==> src/rtl/spi_seq_ctrl.sv <==
// spi_seq_ctrl: command sequencer driving chip-select timing and per-word begin/busy handshakes into spi_front
module spi_seq_ctrl #(
    parameter int NUM_CS   = 4,
    parameter int LEN_W    = 4,
    parameter int CS_SETUP = 2,
    parameter int CS_HOLD  = 2,
    parameter int CS_GAP   = 1
) (
    input  logic              spi_clk_in,
    input  logic              rst_n,
    input  logic              cmd_valid,
    output logic              cmd_ready,
    input  logic [LEN_W-1:0]  cmd_len,
    input  logic              cmd_wide,
    input  logic [2:0]        cmd_cs,
    input  logic              cmd_rx_en,
    input  logic [31:0]       tx_data,
    input  logic              tx_valid,
    output logic              tx_ready,
    output logic [31:0]       rx_data,
    output logic              rx_valid,
    input  logic              rx_ready,
    output logic [NUM_CS-1:0] spi_cs_n,
    output logic              front_begin,
    output logic              front_wide,
    output logic [31:0]       front_data_mosi,
    input  logic              front_busy,
    input  logic [31:0]       front_data_miso,
    output logic              seq_busy,
    output logic              done
);
    typedef enum logic [2:0] {IDLE, SETUP, LOAD, START, XFER, CAPTURE, HOLD, GAP} state_t;
    state_t           state;
    logic [LEN_W-1:0] word_cnt;
    logic [3:0]       dly_cnt;
    logic             lat_rx_en;
    logic             rx_slot_free;
    assign cmd_ready    = state == IDLE;
    assign seq_busy     = state != IDLE;
    assign rx_slot_free = !rx_valid || rx_ready || !lat_rx_en;
    // Out-of-range cmd_cs shifts the one-hot bit out of the vector, leaving every select high.
    always_ff @(negedge spi_clk_in or negedge rst_n) begin
        if (!rst_n) begin
            state           <= IDLE;
            word_cnt        <= '0;
            dly_cnt         <= '0;
            lat_rx_en       <= 1'b0;
            spi_cs_n        <= '1;
            front_begin     <= 1'b0;
            front_wide      <= 1'b0;
            front_data_mosi <= '0;
            rx_data         <= '0;
            rx_valid        <= 1'b0;
            tx_ready        <= 1'b0;
            done            <= 1'b0;
        end else begin
            tx_ready <= 1'b0;
            done     <= 1'b0;
            if (rx_valid && rx_ready) rx_valid <= 1'b0;
            case (state)
                IDLE: if (cmd_valid) begin
                    front_wide <= cmd_wide;
                    lat_rx_en  <= cmd_rx_en;
                    spi_cs_n   <= ~(NUM_CS'(1) << cmd_cs);
                    word_cnt   <= cmd_len;
                    dly_cnt    <= 4'(CS_SETUP - 1);
                    state      <= SETUP;
                end
                SETUP: if (dly_cnt == '0) state <= LOAD; else dly_cnt <= dly_cnt - 4'd1;
                LOAD: if (tx_valid && rx_slot_free) begin
                    tx_ready        <= 1'b1;
                    front_data_mosi <= tx_data;
                    front_begin     <= 1'b1;
                    state           <= START;
                end
                START: if (front_busy) begin
                    front_begin <= 1'b0;
                    state       <= XFER;
                end
                XFER: if (!front_busy) state <= CAPTURE;
                CAPTURE: begin
                    if (lat_rx_en) begin
                        rx_data  <= front_wide ? front_data_miso : {24'b0, front_data_miso[7:0]};
                        rx_valid <= 1'b1;
                    end
                    if (word_cnt == '0) begin
                        dly_cnt <= 4'(CS_HOLD - 1);
                        state   <= HOLD;
                    end else begin
                        word_cnt <= word_cnt - LEN_W'(1);
                        state    <= LOAD;
                    end
                end
                HOLD: if (dly_cnt != '0) dly_cnt <= dly_cnt - 4'd1;
                else begin
                    spi_cs_n <= '1;
                    if (CS_GAP == 0) begin
                        done  <= 1'b1;
                        state <= IDLE;
                    end else begin
                        dly_cnt <= 4'(CS_GAP - 1);
                        state   <= GAP;
                    end
                end
                GAP: if (dly_cnt != '0) dly_cnt <= dly_cnt - 4'd1;
                else begin
                    done  <= 1'b1;
                    state <= IDLE;
                end
                default: begin
                    spi_cs_n <= '1;
                    state    <= IDLE;
                end
            endcase
        end
    end
endmodule

==> config.mk <==
export PLATFORM = sky130hd
export DESIGN_NAME = spi_seq_ctrl
export DESIGN_NICKNAME = d
export VERILOG_FILES = /design/src/rtl/spi_seq_ctrl.sv
export SDC_FILE = /design/constraint.sdc
export NUM_CORES = 1
export LEC_CHECK = 0
export BUFFER_PORTS_ARGS = -buffer_cell sky130_fd_sc_hd__buf_2
export CAP_MARGIN = 20
export CELL_PAD_IN_SITES_DETAIL_PLACEMENT = 0
export CELL_PAD_IN_SITES_GLOBAL_PLACEMENT = 2
export CORE_MARGIN = 2
export CORE_UTILIZATION = 29
export DETAILED_ROUTE_END_ITERATION = 10
export HOLD_SLACK_MARGIN = 0.12
export PLACE_DENSITY_LB_ADDON = 0.1
export SLEW_MARGIN = 20
export SYNTH_ARGS = -nofsm -noshare
export SYNTH_HDL_FRONTEND = slang
export SYNTH_SLANG_ARGS = --single-unit
==> constraint.sdc <==
create_clock -name spi_clk_in -period 2.3 [get_ports spi_clk_in]
set_input_delay 0.345 -clock spi_clk_in [delete_from_list [all_inputs] [get_ports spi_clk_in]]
set_output_delay 0.345 -clock spi_clk_in [all_outputs]
set_load 0.02 [all_outputs]
* Word level (Yosys, flattened, before mapping)
Cells that the tools add are included.
Word-level totals: word-level logic and storage cells 89, input port bits 79, register bits after elaboration 85, output and inout port bits 75
Operators by class: bitwise gates (word level) 1, equality and inequality tests 18, reductions and logical operators 23, add/subtract/negate cells 2, multiplexer cells 32, shift-type cells 1
Operators by type and width (count):
- 4-bit two-way mux | 9
- 32-bit two-way mux | 1
- 3-bit two-way mux | 8
- 3-bit one-hot mux with 8 select lines | 1
- 2-bit != test, second input constant | 11
- 4-bit one-hot mux with 5 select lines | 1
- 4-bit one-hot mux with 2 select lines | 2
- 3-bit == test, second input constant | 4
- 1-bit two-way mux | 9
- 3-bit AND reduction | 3
- 4-bit logical NOT | 2
- 4-bit by 1-bit subtractor with 4-bit output, second input constant | 2
- 7-bit AND reduction | 1
- 3-bit by 2-bit == test with 1-bit output, second input constant | 2
- 2-bit AND reduction | 3
- 2-bit nonzero test | 3
- 5-bit AND reduction | 1
- 5-bit nonzero test | 1
- 4-bit NOT | 1
- 4-bit nonzero test | 1
- 1-bit by 3-bit << shifter with 4-bit output, first input constant | 1
- 3-bit by 1-bit == test with 1-bit output, second input constant | 1
- 3-bit logical NOT | 1
- 3-bit nonzero test | 1
- 4 further kinds | 7

* Logic depth before layout (Yosys ltp)
Gate-level depths: netlist (run 1).
word-level depth 6, gate-level depth with buffers 8, mapped depth without buffers 7

==> results of run 1 <==
layer usage:
metal	part of all wire [%]	global-route usage, %	routed length (um)
met1	44	19.60	4561
met5	0	0	0
met4	2.0	7.843	205
met2	49	24.12	5111
met3	4.8	3.038	496
what timing repair did:
item                                    in CTS  in global routing
buffers inserted                             6                 11
endpoints found under the setup margin     108                114
pin swaps                                    4                  4
resized for setup                          159                 28
cloned                                       3                  1
area by class of cell:
class | instances | area share, %
tap | 172 | 3.591
clock buffer | 12 | 3.946
inverter | 13 | 1.023
clock inverter | 8 | 1.441
multi-input combinational | 212 | 26.05
timing repair buffer | 197 | 28.37
sequential | 85 | 35.57
registers in the layout (all words and copies together), names as in the netlist:
signal / flops
front_begin: 1
done: 1
spi_cs_n: 4
rx_valid: 1
state: 3
dly_cnt: 4
tx_ready: 1
rx_data: 32
word_cnt: 4
lat_rx_en: 1
front_wide: 1
front_data_mosi: 32
cell families after synthesis:
kind of cell	count (synthesis)	share of synthesized area [%]
AND/OR/NAND/NOR	94	11.38
flip-flops	85	57.55
AO/OA/AOI/OAI	68	11.92
multiplexers	44	13.34
buffers and inverters	32	3.782
adder cells (fa/ha/maj)	6	2.026
critical path: cells and delay by family (launching register included):
kind | cells | cell delay [ps]
buffers and inverters | 2 | 200
and+or+nand+nor | 1 | 210
DFF | 1 | 370
worst max path at each step:
stage                          end  slack, ps      start  depth (start not counted)
2_1_floorplan  front_data_mosi[10]       -310   rx_ready                          5
3_3_place_gp   front_data_mosi[13]       -370   rx_ready                          6
3_5_place_dp              state[0]       -490  cmd_valid                          6
4_1_cts                   seq_busy       -340   state[2]                          3
5_1_grt                   seq_busy       -380   state[0]                          3
6_report                  seq_busy       -320   state[0]                          3
Yosys cell counts, types with 2 or more instances:
master,n
dfrtn_1,81
nand2_1,58
mux2_2,43
o21ai_0,33
clkbuf_1,14
inv_1,13
nor2_1,12
a21oi_1,9
nor3_1,8
ha_1,6
dfstp_2,4
a21o_1,3
a31oi_1,3
nand2b_1,3
a22oi_1,2
and2_0,2
buf_6,2
nor2b_1,2
nor4_1,2
power by group through the flow:
stage / clock, mW / combinational [mW] / sequential, mW
2_1_floorplan: 0.0135 / 1.57 / 3.46
5_1_grt: 1.69 / 5.21 / 2.90
3_3_place_gp: 0.0135 / 3.58 / 2.67
4_1_cts: 1.62 / 4.59 / 2.81
3_5_place_dp: 0.0135 / 3.62 / 2.68
6_report: 1.56 / 4.81 / 2.82
metrics by stage:
step	total power, mW	setup WS, ps	area [sq um]	utilization [%]	std cells
2_1_floorplan	5.037	-310.1	3790	-	329
3_3_place_gp	6.256	-374.3	4878	38.82	661
3_5_place_dp	6.316	-491.3	4878	38.82	661
4_1_cts	9.026	-344.0	5821	46.31	689
5_1_grt	9.792	-375.7	5993	47.69	699
6_report	9.185	-324.5	5993	47.69	699
==> flow_metrics.tcl, run 1 <==
set metrics [dict create \
    clockPowerShare_pct 17.0 \
    clk_pin_slew_ps 50 \
    finClkSkew_ps 45.87 \
    rsz0062_at_grt "yes" \
    synth_edf_count 0 \
    peakVddDrop_uv 526.4 \
    crit_path_max_incr_delay_ps 370 \
    cts_hold_buffers 0 \
    finalSetupViolCount 108 \
    initial_core_util_pct 29.48 \
    vias 3080 \
    final_cell_mix "dfrtn_1 (81), buf_6 (79), buf_2 (76), nand2_1 (57), buf_4 (34)" \
    antenna_found_initial 0 \
    worstReg2RegStart "state[0]" \
    worstSkewPairLatency_ps 390 \
    grt_pass1_vias 2995 \
    slew_viol_final 0 \
    drive_above_1_share_pct 51.04 \
    synth_top_flop_cell "dfrtn_1" \
    grt_usage_pct 15.15 \
    drt-initial-drc-count 165 \
    setup_ws_ps -324.5 \
    r2r_end "dly_cnt[0]" \
    sw_frac_of_total_pct 36.42 \
    avgRoutedWirePerCell_um 14.84 \
    r2r_cells 5 \
    finalHoldViolCount 0 \
    core.rowCount 41 \
    cap_violations 0 \
    critPathLaunchType "flip-flop" \
    r2r_slack_ps 200 \
    die_y_um 117.0 \
    core-area_sq_um 12570 \
    gp_congestion 0.7342 \
    holdPathEnd "rx_data[23]" \
    worstPathCellList "nor3_4 -> inv_1 -> buf_6" \
    h-tree-depth 3 \
    regArea_sq_um 2132 \
    antenna_cells 0 \
    grt_max_degree 58 \
    yosys-top-cells-area "dfrtn_1 (55%), mux2_2 (13%), nand2_1 (5.9%)" \
    worstMarginPinSlew_ps 404.2 \
    portBuffers 153 \
    nNetsFinal 607 \
    grt.overflow.total 0 \
    status "finished, violations left" \
    cts_buffer_depth 2 \
    route.detailed.drc 0 \
    mostFrequentLayoutCell "dfrtn_1" \
    ys_warn_count 0 \
    synth_cell_types 48 \
    multi_input_area_sq_um 1562 \
    maxSlewHeadroom_pct 72.84 \
    grt_pass1_wl_mm 15.50 \
    synthArstFlopShare_pct 100.0 \
    tns_ps -9102 \
    path_class "flip-flop to primary output" \
    slowest_stage "dfrtn_1" \
    seq_power_share_pct 30.6 \
    failed_checks "setup timing" \
    power_switching_mw 3.346 \
    synth_top_area_share_pct 54.71 \
    internal-power_mw 5.839 \
    die_x_um 117.0 \
    cts_buffers 9 \
    first_pass_iters 4 \
    vias_per_cell 4.406 \
    avgSynthCellArea_sq_um 11.26 \
    synth_area_sq_um 3705 \
    die-area_sq_um 13690 \
    hold_path_startpoint "rx_data[23]" \
    cts_num_sinks 85 \
    critPathCaptureType "primary output" \
    crit_arrival_ps 2280 \
    synth_cells 329 \
    holdPathStages 2 \
    place_hpwl_mm 7.063 \
    power.leakage_nw 2.987 \
    powerDensity_nw_per_um2 1533 \
    fill_cells 1207 \
    area_growth_pct 61.77 \
    path_max_fanout 3 \
    pin_count 154 \
    cts_tree "built" \
    hold_path_class "flip-flop to flip-flop" \
    wirelength_mm 10.37 \
    yosysTopAreaCell "dfrtn_1" \
    root_buffer "clkbuf_16" \
    whs_ps 449.7 \
    ant_nets 0 \
    p_comb_share_pct 52.4 \
    worstPathRequired_ps 1960 \
    synth-seq-area-share_pct 57.55 \
    syn-num-nets 414 \
    synth_seq_cells 85 \
]
No activity file was read; power rests on OpenSTA's default activity.
==> run 2: changes to the inputs <==
--- a/config.mk
+++ b/config.mk
@@ -11,6 +11,7 @@
 export CELL_PAD_IN_SITES_GLOBAL_PLACEMENT = 2
 export CORE_MARGIN = 2
 export CORE_UTILIZATION = 29
+export CTS_BUF_LIST = sky130_fd_sc_hd__clkbuf_16
 export DETAILED_ROUTE_END_ITERATION = 10
 export HOLD_SLACK_MARGIN = 0.12
 export PLACE_DENSITY_LB_ADDON = 0.1
==> flow_metrics.tcl, run 2 (synthesized netlist as in run 1, its figures left out) <==
set metrics [dict create \
    root_buffer "clkbuf_16" \
    reg.largest.list "front_data_mosi: 32 flops, rx_data: 32 flops" \
    p_comb_share_pct 52.5 \
    critPathLaunchType "flip-flop" \
    final_cell_mix "dfrtn_1 (81), buf_6 (79), buf_2 (76), nand2_1 (57), buf_4 (34)" \
    maxSlewHeadroom_pct 72.84 \
    setup_ws_ps -322.8 \
    ant_nets 0 \
    utilization_pct 47.69 \
    peakVddDrop_uv 526.4 \
    core.rowCount 41 \
    status "finished, violations left" \
    vias 3083 \
    design_power_total_mw 9.168 \
    grt_max_degree 58 \
    vias_per_cell 4.411 \
    critPathCaptureType "primary output" \
    route.detailed.drc 0 \
    avgRoutedWirePerCell_um 14.84 \
    instances_no_fill 699 \
    path_max_fanout 3 \
    worstPathRequired_ps 1960 \
    clk_pin_slew_ps 50 \
    whs_ps 449.5 \
    die_y_um 117.0 \
    nNetsFinal 607 \
    die-area_sq_um 13690 \
    finClkSkew_ps 45.87 \
    grt_pass1_vias 2993 \
    failed_checks "setup timing" \
    pin_count 154 \
    grt_usage_pct 15.15 \
    initial_core_util_pct 29.48 \
    cts_buffers 9 \
    worstMarginPinSlew_ps 404.2 \
    dp_cells 661 \
    power_switching_mw 3.342 \
    seq_power_share_pct 30.7 \
    slew_viol_final 0 \
    internal-power_mw 5.826 \
    cap_violations 0 \
    drive_above_1_share_pct 51.04 \
    grt.overflow.total 0 \
    first_pass_iters 4 \
    cts_buffer_depth 2 \
    cts_tree "built" \
    antenna_cells 0 \
    antenna_found_initial 0 \
    die_x_um 117.0 \
    area_growth_pct 61.77 \
    clockPowerShare_pct 16.8 \
    wirelength_mm 10.37 \
    path_class "flip-flop to primary output" \
    finalHoldViolCount 0 \
    r2r_slack_ps 200 \
    core-area_sq_um 12570 \
    portBuffers 153 \
    rsz0062_at_grt "yes" \
    drt-initial-drc-count 142 \
    powerDensity_nw_per_um2 1530 \
    cts_num_sinks 85 \
    h-tree-depth 3 \
    crit_arrival_ps 2280 \
    mostFrequentLayoutCell "dfrtn_1" \
    worstSkewPairLatency_ps 390 \
    power.leakage_nw 2.999 \
    place_hpwl_mm 7.063 \
    sw_frac_of_total_pct 36.46 \
    finalSetupViolCount 108 \
    hold_path_class "flip-flop to flip-flop" \
    grt_pass1_wl_mm 15.52 \
    dp_slack_ps -491.3 \
    gp_congestion 0.7342 \
]
## run 2: cell count changes in the layout (fill, tap and decap cells not counted), sizes merged
cell	delta
clkbuf	-3
inv	+3
## run 2: path summary, 6_finish.rpt
| check | from | endpoint | cells after the start |
|---|---|---|---|
| max | state[0] | seq_busy | 3 |
| max reg2reg | state[0] | dly_cnt[0] | 5 |
| min | rx_data[23] | rx_data[23] | 2 |
| min in group asynchronous | rst_n | front_data_mosi[15] | 1 |
| max in group asynchronous | rst_n | rx_data[4] | 2 |
| min reg2reg | rx_data[23] | rx_data[23] | 2 |
## run 2: critical path, stage by stage (launching register included)
cell and delay (ps):
dfrtn_1 370, nor3_4 210, inv_1 70, buf_6 130
## run 2: repair_timing
item / 4_1_cts / 5_1_grt
pin swaps: 4 / 4
endpoints found under the setup margin: 108 / 114
gates resized for setup: 159 / 28
buffers inserted: 6 / 11
hold buffers: 0 / 0
cloned: 3 / 1
## run 2: power groups by stage
stage	combinational (mW)	sequential, mW	clock (mW)
finish	4.81	2.82	1.54
CTS	4.59	2.81	1.61
global placement	3.58	2.67	0.0135
floorplan	1.57	3.46	0.0135
detailed placement	3.62	2.68	0.0135
global route	5.21	2.90	1.68
## run 2: area by class of cell
| cell class | instances | area [sq um] |
|---|---|---|
| timing repair buffer | 197 | 1700 |
| fill | 1207 | 6575 |
| sequential | 85 | 2132 |
| clock buffer | 9 | 225.2 |
| inverter | 13 | 61.31 |
| tap | 172 | 215.2 |
| multi-input combinational | 212 | 1562 |
| clock inverter | 11 | 97.59 |
## run 2: through the flow
| stage | setup TNS (ps) | area [sq um] |
|---|---|---|
| 2_1_floorplan | -9991 | 3790 |
| 3_3_place_gp | -15930 | 4878 |
| 3_5_place_dp | -17300 | 4878 |
| 4_1_cts | -10190 | 5821 |
| 5_1_grt | -13500 | 5993 |
| 6_report | -9034 | 5993 |
## run 2: per-layer routing
metal,wire (um),share of wire (%),GRT usage (%)
met5,0,0,0
met4,147,1.4,7.843
met3,477,4.6,3.038
met2,5170,50,24.12
met1,4576,44,19.60
